--- config.mk ---
export PLATFORM = sky130hd
export DESIGN_NAME = riscv_alu_mdu_flat
export DESIGN_NICKNAME = d
export VERILOG_FILES = /design/src/rtl/riscv_alu_mdu_if.sv /design/src/rtl/riscv_alu_mdu.sv /design/src/flat_wrapper.sv
export SDC_FILE = /design/constraint.sdc
export NUM_CORES = 2
export LEC_CHECK = 0
export CAP_MARGIN = 20
export CORE_AREA = 4 4 263 265
export CTS_CLUSTER_SIZE = 14
export DETAILED_ROUTE_END_ITERATION = 10
export DIE_AREA = 0 0 267 269
export PLACE_DENSITY_LB_ADDON = 0.15
export SKIP_LAST_GASP = 1
export SLEW_MARGIN = 20
export SYNTH_ARGS = -nofsm -noshare
export SYNTH_HDL_FRONTEND = slang
export SYNTH_SLANG_ARGS = --single-unit
--- constraint.sdc ---
create_clock -name clk_i -period 6.8 [get_ports clk_i]
set_input_delay 0.68 -clock clk_i [delete_from_list [all_inputs] [get_ports clk_i]]
set_output_delay 0.68 -clock clk_i [all_outputs]
set_load 0.05 [all_outputs]
--- src/rtl/riscv_alu_mdu_if.sv ---
// Request/result bundle between decode and the execute unit.
// The master is the decode/writeback side; the slave is riscv_alu_mdu.
interface riscv_alu_mdu_if #(
  parameter int XLEN = 32
);
  logic            valid_i;
  logic            ready_o;
  logic [6:0]      opcode_i;
  logic [2:0]      funct3_i;
  logic [6:0]      funct7_i;
  logic [XLEN-1:0] opa_i;
  logic [XLEN-1:0] opb_i;
  logic            flush_i;
  logic            valid_o;
  logic            ready_i;
  logic [XLEN-1:0] result_o;
  logic            illegal_o;

  modport master (
    output valid_i, opcode_i, funct3_i, funct7_i, opa_i, opb_i, flush_i, ready_i,
    input  ready_o, valid_o, result_o, illegal_o
  );

  modport slave (
    input  valid_i, opcode_i, funct3_i, funct7_i, opa_i, opb_i, flush_i, ready_i,
    output ready_o, valid_o, result_o, illegal_o
  );
endinterface

--- src/rtl/riscv_alu_mdu.sv ---
// RV32I ALU plus optional iterative M-extension unit behind one valid/ready handshake.
// Handshake: a request moves on valid_i & ready_o, a result on valid_o & ready_i; flush_i overrides both.
module riscv_alu_mdu #(
  parameter int XLEN = 32,
  parameter bit MEXT = 1'b1
) (
  input  logic             clk_i,
  input  logic             rst_n_i,
  riscv_alu_mdu_if.slave   bus,
  output logic [1:0]       dbg_state
);
  localparam int SW = $clog2(XLEN);
  localparam int CW = $clog2(XLEN) + 1;

  typedef enum logic [1:0] {IDLE = 2'd0, CALC = 2'd1, DONE = 2'd2} state_t;

  state_t          state;
  logic [CW-1:0]   cnt;
  logic [XLEN-1:0] result_q;
  logic            illegal_q;
  logic [2:0]      m_f3;
  logic            neg_q;
  logic [XLEN-1:0] acc_hi, acc_lo, opb_q;

  function automatic logic [XLEN-1:0] base_op(input logic [2:0] f3, input logic alt,
                                               input logic [XLEN-1:0] a, input logic [XLEN-1:0] b);
    logic [SW-1:0] sh;
    sh = b[SW-1:0];
    case (f3)
      3'b000:  return alt ? a - b : a + b;
      3'b001:  return a << sh;
      3'b010:  return {{(XLEN-1){1'b0}}, $signed(a) < $signed(b)};
      3'b011:  return {{(XLEN-1){1'b0}}, a < b};
      3'b100:  return a ^ b;
      3'b101:  if (alt) return $unsigned($signed(a) >>> sh);
               else     return a >> sh;
      3'b110:  return a | b;
      default: return a & b;
    endcase
  endfunction

  logic            accept;
  logic [XLEN-1:0] alu_res;
  logic            dec_ill, dec_m;

  assign bus.ready_o   = ~bus.flush_i & ((state == IDLE) | ((state == DONE) & bus.ready_i));
  assign accept        = bus.valid_i & bus.ready_o;
  assign bus.valid_o   = (state == DONE);
  assign bus.result_o  = result_q;
  assign bus.illegal_o = illegal_q;
  assign dbg_state     = state;

  always_comb begin
    alu_res = '0;
    dec_ill = 1'b0;
    dec_m   = 1'b0;
    case (bus.opcode_i)
      7'b0110011: begin
        case (bus.funct7_i)
          7'b0000000: alu_res = base_op(bus.funct3_i, 1'b0, bus.opa_i, bus.opb_i);
          7'b0100000: begin
            if (bus.funct3_i == 3'b000 || bus.funct3_i == 3'b101)
              alu_res = base_op(bus.funct3_i, 1'b1, bus.opa_i, bus.opb_i);
            else
              dec_ill = 1'b1;
          end
          7'b0000001: begin
            if (MEXT) dec_m = 1'b1;
            else      dec_ill = 1'b1;
          end
          default: dec_ill = 1'b1;
        endcase
      end
      7'b0010011: begin
        // funct7 only carries meaning for the immediate shifts
        if ((bus.funct3_i == 3'b001 && bus.funct7_i != 7'b0000000) ||
            (bus.funct3_i == 3'b101 && bus.funct7_i != 7'b0000000 && bus.funct7_i != 7'b0100000))
          dec_ill = 1'b1;
        else
          alu_res = base_op(bus.funct3_i, (bus.funct3_i == 3'b101) && bus.funct7_i[5],
                            bus.opa_i, bus.opb_i);
      end
      7'b0000011, 7'b0100011, 7'b1101111, 7'b1100111, 7'b0010111:
        alu_res = bus.opa_i + bus.opb_i;
      7'b0110111: alu_res = bus.opb_i;
      default:    dec_ill = 1'b1;
    endcase
  end

  logic            is_div, a_sgn, b_sgn, a_neg, b_neg, neg_m, div_zero, div_ovf, special;
  logic [XLEN-1:0] mag_a, mag_b, special_res;

  always_comb begin
    is_div      = bus.funct3_i[2];
    a_sgn       = is_div ? ~bus.funct3_i[0] : (bus.funct3_i[1:0] != 2'b11);
    b_sgn       = is_div ? ~bus.funct3_i[0] : ~bus.funct3_i[1];
    a_neg       = a_sgn & bus.opa_i[XLEN-1];
    b_neg       = b_sgn & bus.opb_i[XLEN-1];
    mag_a       = a_neg ? -bus.opa_i : bus.opa_i;
    mag_b       = b_neg ? -bus.opb_i : bus.opb_i;
    // remainder follows the dividend; quotient and products follow the operand signs
    neg_m       = (is_div & bus.funct3_i[1]) ? a_neg : (a_neg ^ b_neg);
    div_zero    = is_div & (bus.opb_i == '0);
    div_ovf     = is_div & ~bus.funct3_i[0] & (bus.opa_i == {1'b1, {(XLEN-1){1'b0}}}) &
                  (bus.opb_i == '1);
    special     = div_zero | div_ovf;
    if (div_zero) special_res = bus.funct3_i[1] ? bus.opa_i : '1;
    else          special_res = bus.funct3_i[1] ? '0 : bus.opa_i;
  end

  logic [XLEN:0]     mul_sum, div_shift, div_trial;
  logic [XLEN-1:0]   nxt_hi, nxt_lo, div_val, div_fix, fin_res;
  logic [2*XLEN-1:0] prod, prod_fix;

  always_comb begin
    mul_sum   = {1'b0, acc_hi} + (acc_lo[0] ? {1'b0, opb_q} : '0);
    div_shift = {acc_hi, acc_lo[XLEN-1]};
    div_trial = div_shift - {1'b0, opb_q};
    if (m_f3[2]) begin
      if (!div_trial[XLEN]) begin
        nxt_hi = div_trial[XLEN-1:0];
        nxt_lo = {acc_lo[XLEN-2:0], 1'b1};
      end else begin
        nxt_hi = div_shift[XLEN-1:0];
        nxt_lo = {acc_lo[XLEN-2:0], 1'b0};
      end
    end else begin
      nxt_hi = mul_sum[XLEN:1];
      nxt_lo = {mul_sum[0], acc_lo[XLEN-1:1]};
    end
    prod     = {nxt_hi, nxt_lo};
    prod_fix = neg_q ? -prod : prod;
    div_val  = m_f3[1] ? nxt_hi : nxt_lo;
    div_fix  = neg_q ? -div_val : div_val;
    if (m_f3[2])               fin_res = div_fix;
    else if (m_f3[1:0] == 2'b00) fin_res = prod_fix[XLEN-1:0];
    else                       fin_res = prod_fix[2*XLEN-1:XLEN];
  end

  always_ff @(posedge clk_i or negedge rst_n_i) begin
    if (!rst_n_i) begin
      state     <= IDLE;
      cnt       <= '0;
      result_q  <= '0;
      illegal_q <= 1'b0;
      m_f3      <= '0;
      neg_q     <= 1'b0;
      acc_hi    <= '0;
      acc_lo    <= '0;
      opb_q     <= '0;
    end else if (bus.flush_i) begin
      state <= IDLE;
      cnt   <= '0;
    end else if (state == CALC) begin
      acc_hi <= nxt_hi;
      acc_lo <= nxt_lo;
      cnt    <= cnt - CW'(1);
      if (cnt == CW'(1)) begin
        state    <= DONE;
        result_q <= fin_res;
      end
    end else if (accept) begin
      m_f3 <= bus.funct3_i;
      if (dec_m && !special) begin
        state     <= CALC;
        cnt       <= CW'(XLEN);
        acc_hi    <= '0;
        acc_lo    <= mag_a;
        opb_q     <= mag_b;
        neg_q     <= neg_m;
        illegal_q <= 1'b0;
      end else begin
        state     <= DONE;
        illegal_q <= dec_ill;
        result_q  <= dec_ill ? '0 : (dec_m ? special_res : alu_res);
      end
    end else if (state == DONE && bus.ready_i) begin
      state <= IDLE;
    end
  end
endmodule

--- src/flat_wrapper.sv ---
// flat-port wrapper written by rule: the top's interface ports become plain ports
module riscv_alu_mdu_flat 
#(
  parameter int XLEN = 32,
  parameter bit MEXT = 1'b1
)
  (clk_i, rst_n_i, dbg_state, bus_valid_i, bus_opcode_i, bus_funct3_i, bus_funct7_i, bus_opa_i, bus_opb_i, bus_flush_i, bus_ready_i, bus_ready_o, bus_valid_o, bus_result_o, bus_illegal_o);
  riscv_alu_mdu_if #(.XLEN(XLEN)) bus_i ();
  input  logic clk_i;
  input  logic rst_n_i;
  output logic [1:0] dbg_state;
  input wire logic [$bits(bus_i.valid_i)-1:0] bus_valid_i;
  input wire logic [$bits(bus_i.opcode_i)-1:0] bus_opcode_i;
  input wire logic [$bits(bus_i.funct3_i)-1:0] bus_funct3_i;
  input wire logic [$bits(bus_i.funct7_i)-1:0] bus_funct7_i;
  input wire logic [$bits(bus_i.opa_i)-1:0] bus_opa_i;
  input wire logic [$bits(bus_i.opb_i)-1:0] bus_opb_i;
  input wire logic [$bits(bus_i.flush_i)-1:0] bus_flush_i;
  input wire logic [$bits(bus_i.ready_i)-1:0] bus_ready_i;
  output wire logic [$bits(bus_i.ready_o)-1:0] bus_ready_o;
  output wire logic [$bits(bus_i.valid_o)-1:0] bus_valid_o;
  output wire logic [$bits(bus_i.result_o)-1:0] bus_result_o;
  output wire logic [$bits(bus_i.illegal_o)-1:0] bus_illegal_o;
  assign bus_i.valid_i = bus_valid_i;
  assign bus_i.opcode_i = bus_opcode_i;
  assign bus_i.funct3_i = bus_funct3_i;
  assign bus_i.funct7_i = bus_funct7_i;
  assign bus_i.opa_i = bus_opa_i;
  assign bus_i.opb_i = bus_opb_i;
  assign bus_i.flush_i = bus_flush_i;
  assign bus_i.ready_i = bus_ready_i;
  assign bus_ready_o = bus_i.ready_o;
  assign bus_valid_o = bus_i.valid_o;
  assign bus_result_o = bus_i.result_o;
  assign bus_illegal_o = bus_i.illegal_o;
  riscv_alu_mdu #(.XLEN(XLEN), .MEXT(MEXT)) u_core (.clk_i(clk_i), .rst_n_i(rst_n_i), .bus(bus_i), .dbg_state(dbg_state));
endmodule
==> run summary <==
CLOCK NETWORK
-----------------------------------------------------------------------------------------
Clock-pin transition on the worst setup and hold timing paths                     0.07 ns
CTS max path bufs                                                                       2
CTS Root Cell                                                                sky130_fd_sc_hd__clkbuf_16
# resized after CTS                                                                     0
Number of clock sinks seen by CTS                                                     141
Clk Latency, worst-skew pair                                                      0.47 ns
TritonCTS buffer count                                                                 17
H-tree lvl count                                                                        4
Number of hold-repair buffers added at the cts stage                                    0
Clock tree from TritonCTS                                                             yes
Post CTS Setup Buffer Count                                                             0

WORST SETUP PATH
-----------------------------------------------------------------------------------------
Cell depth of the worst flop-to-flop path                                              23
Critical path type                                                             reg -> reg
FF-to-FF Start                                                               u_core.acc_lo[31]
End of the worst register-to-register path                                   u_core.bus.result_o[30]
Register-to-register path setup slack                                             0.53 ns
Crit. End Element                                                                    flop
Worst Path Max Fanout                                                                   7
WP data arrival                                                                   6.60 ns
Required time of the critical path                                                7.13 ns
Nature of the critical path startpoint                                               flop

GLOBAL ROUTE
-----------------------------------------------------------------------------------------
Wire length of the first global-routing pass                                    229000 um
Met3 track utilization from global routing                                          10.1%
Global-route total usage across every layer                                         43.4%
Antenna violations before repair                                                        9
Busiest layer in global routing                                                      met2
Met1 routing resource usage after global routing                                    51.2%
Via count of the first global-routing pass                                          32131
Overflow left after global routing                                                      0
Met2 track demand over resource                                                     67.4%
Maximum number of pins on one net before global-route repair                           79

SYNTH
-----------------------------------------------------------------------------------------
Number of different library cells in the post-synthesis netlist                       106
Syn_nets                                                                             4307
Share of synthesized area occupied by flip-flops and latches                        12.7%
Proportion of register bits with asynchronous set or reset after synthesis           100%
Synthesized area                                                               0.0277 mm2
Number of standard cells after synthesis                                             4049
Number of synthesized register bits                                                   141
Number of synthesized flops with an enable pin                                          0
Average cell area after synthesis                                                6.85 um2
Synth warnings                                                                          0
Top_reg_cell synth                                                           sky130_fd_sc_hd__dfrtp_1

PLACE
-----------------------------------------------------------------------------------------
Placement-stage cell area                                                      0.0302 mm2
Place WS                                                                         0.728 ns
Detailed-placement wirelength estimate                                          125000 um
Number of placed cells counting well taps                                            4914
Weighted congestion at the end of routability-driven global placement                1.11
Buffers on Ports                                                                      122

TIMING
-----------------------------------------------------------------------------------------
Relative slew slack                                                                 12.2%
Post-route worst setup slack                                                     0.532 ns
Setup TNS                                                                            0 ns
Hold Vio Cnt, Final                                                                     0
Final critical-path required period                                               6.27 ns
Upper clock frequency limit                                                       160 MHz
Share of the clock period used by the worst path                                    92.2%
Fin Hold WS                                                                      0.255 ns
Setup repair after global routing missed its margin                                 false
Final number of setup-violating endpoints                                               0
Count of final max-slew check failures                                                  0
Setup Skew                                                                      0.0127 ns
Actual slew at the worst max-slew pin                                             1.32 ns

FLOORPLAN
-----------------------------------------------------------------------------------------
Die outline area                                                               0.0718 mm2
Chip height                                                                        269 um
I/O Pins                                                                              123
Starting utilization of the core area                                               41.5%
Number of standard-cell rows in the floorplan                                          95
Area of the placeable core                                                     0.0668 mm2
Die boundary width                                                                 267 um

FINAL LAYOUT
-----------------------------------------------------------------------------------------
Number of non-filler instances in the completed layout                               4952
Summed area of non-filler cells in the final layout                            0.0309 mm2
Fraction of final layout cells sized beyond drive strength 1                        9.25%
Layout Nets                                                                          4320
Synth-to-Final Area Change                                                          11.4%
Count of fill cells added during filler insertion                                    7121
Final core occ                                                                      46.3%

POWER
-----------------------------------------------------------------------------------------
Areal power density over the cells                                             134 mW/mm2
Leak Pwr                                                                          12.6 nW
Total power                                                                       4.15 mW
Maximum resistive drop on vdd                                                  0.000124 V

DETAILED ROUTING
-----------------------------------------------------------------------------------------
Detailed-route wire length                                                      162000 um
Via count of the routed design                                                      34626
Starting DRT DRC Count                                                               4878
Vias per inst                                                                        6.99
Routed length per placed instance                                                 32.7 um
Detailed-routing iteration count for the pre-antenna-repair pass                        8
Antenna Nets Post-Route                                                                 0
DRC violations left                                                                     0

FLOW RUN
-----------------------------------------------------------------------------------------
Max-capacitance violation count                                                         0

STATUS
-----------------------------------------------------------------------------------------
Result of the run                                                            complete, no violations

HOLD PATH
-----------------------------------------------------------------------------------------
Path category of the worst min-delay check                                    in -> async

==> final cells by class <==
class	instances	area, um2	area share, %
diodes	5	12.5	0.0405
clock buffers	21	460	1.49
clock inverters	10	188	0.607
inverters	174	653	2.11
multi-input cells	3430	22400	72.6
flip-flops and latches	141	3530	11.4
well taps	873	1090	3.54
repair buffers	298	2530	8.18
==> how the worst max path moves through the flow <==
stage,slack [ns],start,endpoint,depth (start not counted)
after global routing,0.24,u_core.acc_lo[31],u_core.bus.result_o[30],23
after detailed placement,0.73,u_core.acc_lo[31],u_core.bus.result_o[30],23
after floorplan,1.33,u_core.acc_lo[31],u_core.bus.result_o[30],25
after global placement,0.89,u_core.acc_lo[31],u_core.bus.result_o[30],23
after CTS,0.68,u_core.acc_lo[31],u_core.bus.result_o[30],23
final,0.53,u_core.acc_lo[31],u_core.bus.result_o[30],23
==> critical path, cell delays in order, from the launching register on <==
cell,delay (ns)
sky130_fd_sc_hd__dfrtp_1,0.43
sky130_fd_sc_hd__inv_1,0.13
sky130_fd_sc_hd__ha_1,0.21
sky130_fd_sc_hd__inv_1,0.07
sky130_fd_sc_hd__fa_1,0.48
sky130_fd_sc_hd__a211oi_1,0.41
sky130_fd_sc_hd__o211ai_2,0.22
sky130_fd_sc_hd__nand3_1,0.19
sky130_fd_sc_hd__a211o_1,0.24
sky130_fd_sc_hd__and4_4,0.27
sky130_fd_sc_hd__nor3_2,0.14
sky130_fd_sc_hd__nor2_1,0.22
sky130_fd_sc_hd__ha_1,0.21
sky130_fd_sc_hd__inv_1,0.06
sky130_fd_sc_hd__or2_2,0.31
sky130_fd_sc_hd__nor3_2,0.35
sky130_fd_sc_hd__nand3_1,0.20
sky130_fd_sc_hd__or2_2,0.34
sky130_fd_sc_hd__or3_1,0.37
sky130_fd_sc_hd__or4_1,0.49
sky130_fd_sc_hd__nor4_1,0.30
sky130_fd_sc_hd__nor2_1,0.09
sky130_fd_sc_hd__nor4b_1,0.29
sky130_fd_sc_hd__o21ai_1,0.11
==> report_power, final <==
part | internal (mW) | switching (mW) | total [mW]
clock | 0.670 | 0.433 | 1.10
combinational | 0.680 | 1.46 | 2.14
sequential | 0.855 | 0.0555 | 0.910
==> per-layer routing <==
metal  wire length [um]  vias to the layer above
met1              57600                    16207
met5                 57                        -
li1                   -                    15036
met2              68900                     2649
met3              18100                      726
met4              17200                        8
==> Yosys cell counts (29+ instances only) <==
master | number | share of area, %
sky130_fd_sc_hd__nand2_1 | 414 | 5.6
sky130_fd_sc_hd__o21ai_0 | 406 | 7.3
sky130_fd_sc_hd__a21oi_1 | 395 | 7.1
sky130_fd_sc_hd__nor2_1 | 393 | 5.3
sky130_fd_sc_hd__clkbuf_1 | 235 | 3.2
sky130_fd_sc_hd__inv_1 | 171 | 2.3
sky130_fd_sc_hd__ha_1 | 168 | 7.6
sky130_fd_sc_hd__xnor2_1 | 151 | 4.8
sky130_fd_sc_hd__dfrtp_1 | 141 | 13
sky130_fd_sc_hd__nand3_1 | 138 | 2.5
sky130_fd_sc_hd__nor3_1 | 123 | 2.2
sky130_fd_sc_hd__mux2i_1 | 90 | 3.2
sky130_fd_sc_hd__a31oi_1 | 71 | 1.6
sky130_fd_sc_hd__and2_1 | 65 | 1.5
sky130_fd_sc_hd__a21o_1 | 55 | 1.5
sky130_fd_sc_hd__o211ai_1 | 50 | 1.4
sky130_fd_sc_hd__xor2_1 | 49 | 1.5
sky130_fd_sc_hd__mux4_2 | 48 | 3.9
sky130_fd_sc_hd__o22ai_1 | 45 | 1.0
sky130_fd_sc_hd__nand4_1 | 42 | 0.95
sky130_fd_sc_hd__a221oi_1 | 41 | 1.3
sky130_fd_sc_hd__a211oi_1 | 40 | 1.1
sky130_fd_sc_hd__buf_1 | 40 | 0.54
sky130_fd_sc_hd__nor4_1 | 39 | 0.88
sky130_fd_sc_hd__or3_1 | 34 | 0.77
sky130_fd_sc_hd__a22oi_1 | 33 | 0.89
sky130_fd_sc_hd__o31ai_1 | 32 | 0.87
sky130_fd_sc_hd__and3_1 | 30 | 0.68
sky130_fd_sc_hd__mux2_2 | 29 | 1.2
==> state kept, by name, summed over array words and instances, names as in the netlist <==
signal / flops
u_core.neg_q: 1
u_core.acc_lo: 32
u_core.opb_q: 32
u_core.bus.result_o: 32
u_core.cnt: 6
u_core.m_f3: 3
u_core.acc_hi: 32
u_core.bus.illegal_o: 1
u_core.dbg_state: 2
==> layout by cell type, fill, tap and decap left out, types with 34 or more instances in the layout <==
cell and count:
sky130_fd_sc_hd__a211oi_1 40, sky130_fd_sc_hd__a21o_1 55, sky130_fd_sc_hd__a21oi_1 394, sky130_fd_sc_hd__a221oi_1 41
sky130_fd_sc_hd__a31oi_1 71, sky130_fd_sc_hd__and2_1 65, sky130_fd_sc_hd__buf_4 176, sky130_fd_sc_hd__clkdlybuf4s50_1 115
sky130_fd_sc_hd__dfrtp_1 138, sky130_fd_sc_hd__ha_1 168, sky130_fd_sc_hd__inv_1 170, sky130_fd_sc_hd__mux2i_1 90
sky130_fd_sc_hd__mux4_2 48, sky130_fd_sc_hd__nand2_1 413, sky130_fd_sc_hd__nand3_1 138, sky130_fd_sc_hd__nand4_1 42
sky130_fd_sc_hd__nor2_1 389, sky130_fd_sc_hd__nor3_1 119, sky130_fd_sc_hd__nor4_1 35, sky130_fd_sc_hd__o211ai_1 50
sky130_fd_sc_hd__o21ai_0 404, sky130_fd_sc_hd__o22ai_1 45, sky130_fd_sc_hd__or3_1 34, sky130_fd_sc_hd__xnor2_1 151
sky130_fd_sc_hd__xor2_1 49
==> logic make-up after synthesis <==
family                   count (synthesis)  synth area share (%)
AO/OA/AOI/OAI                         1460                  33.3
multiplexers                           170                  8.45
flip-flops                             141                  12.7
adder cells (fa/ha/maj)                180                  8.15
XOR/XNOR                               200                  6.31
AND/OR/NAND/NOR                       1420                  24.3
buffers and inverters                  478                  6.80
(Power assumes the default switching activity.)
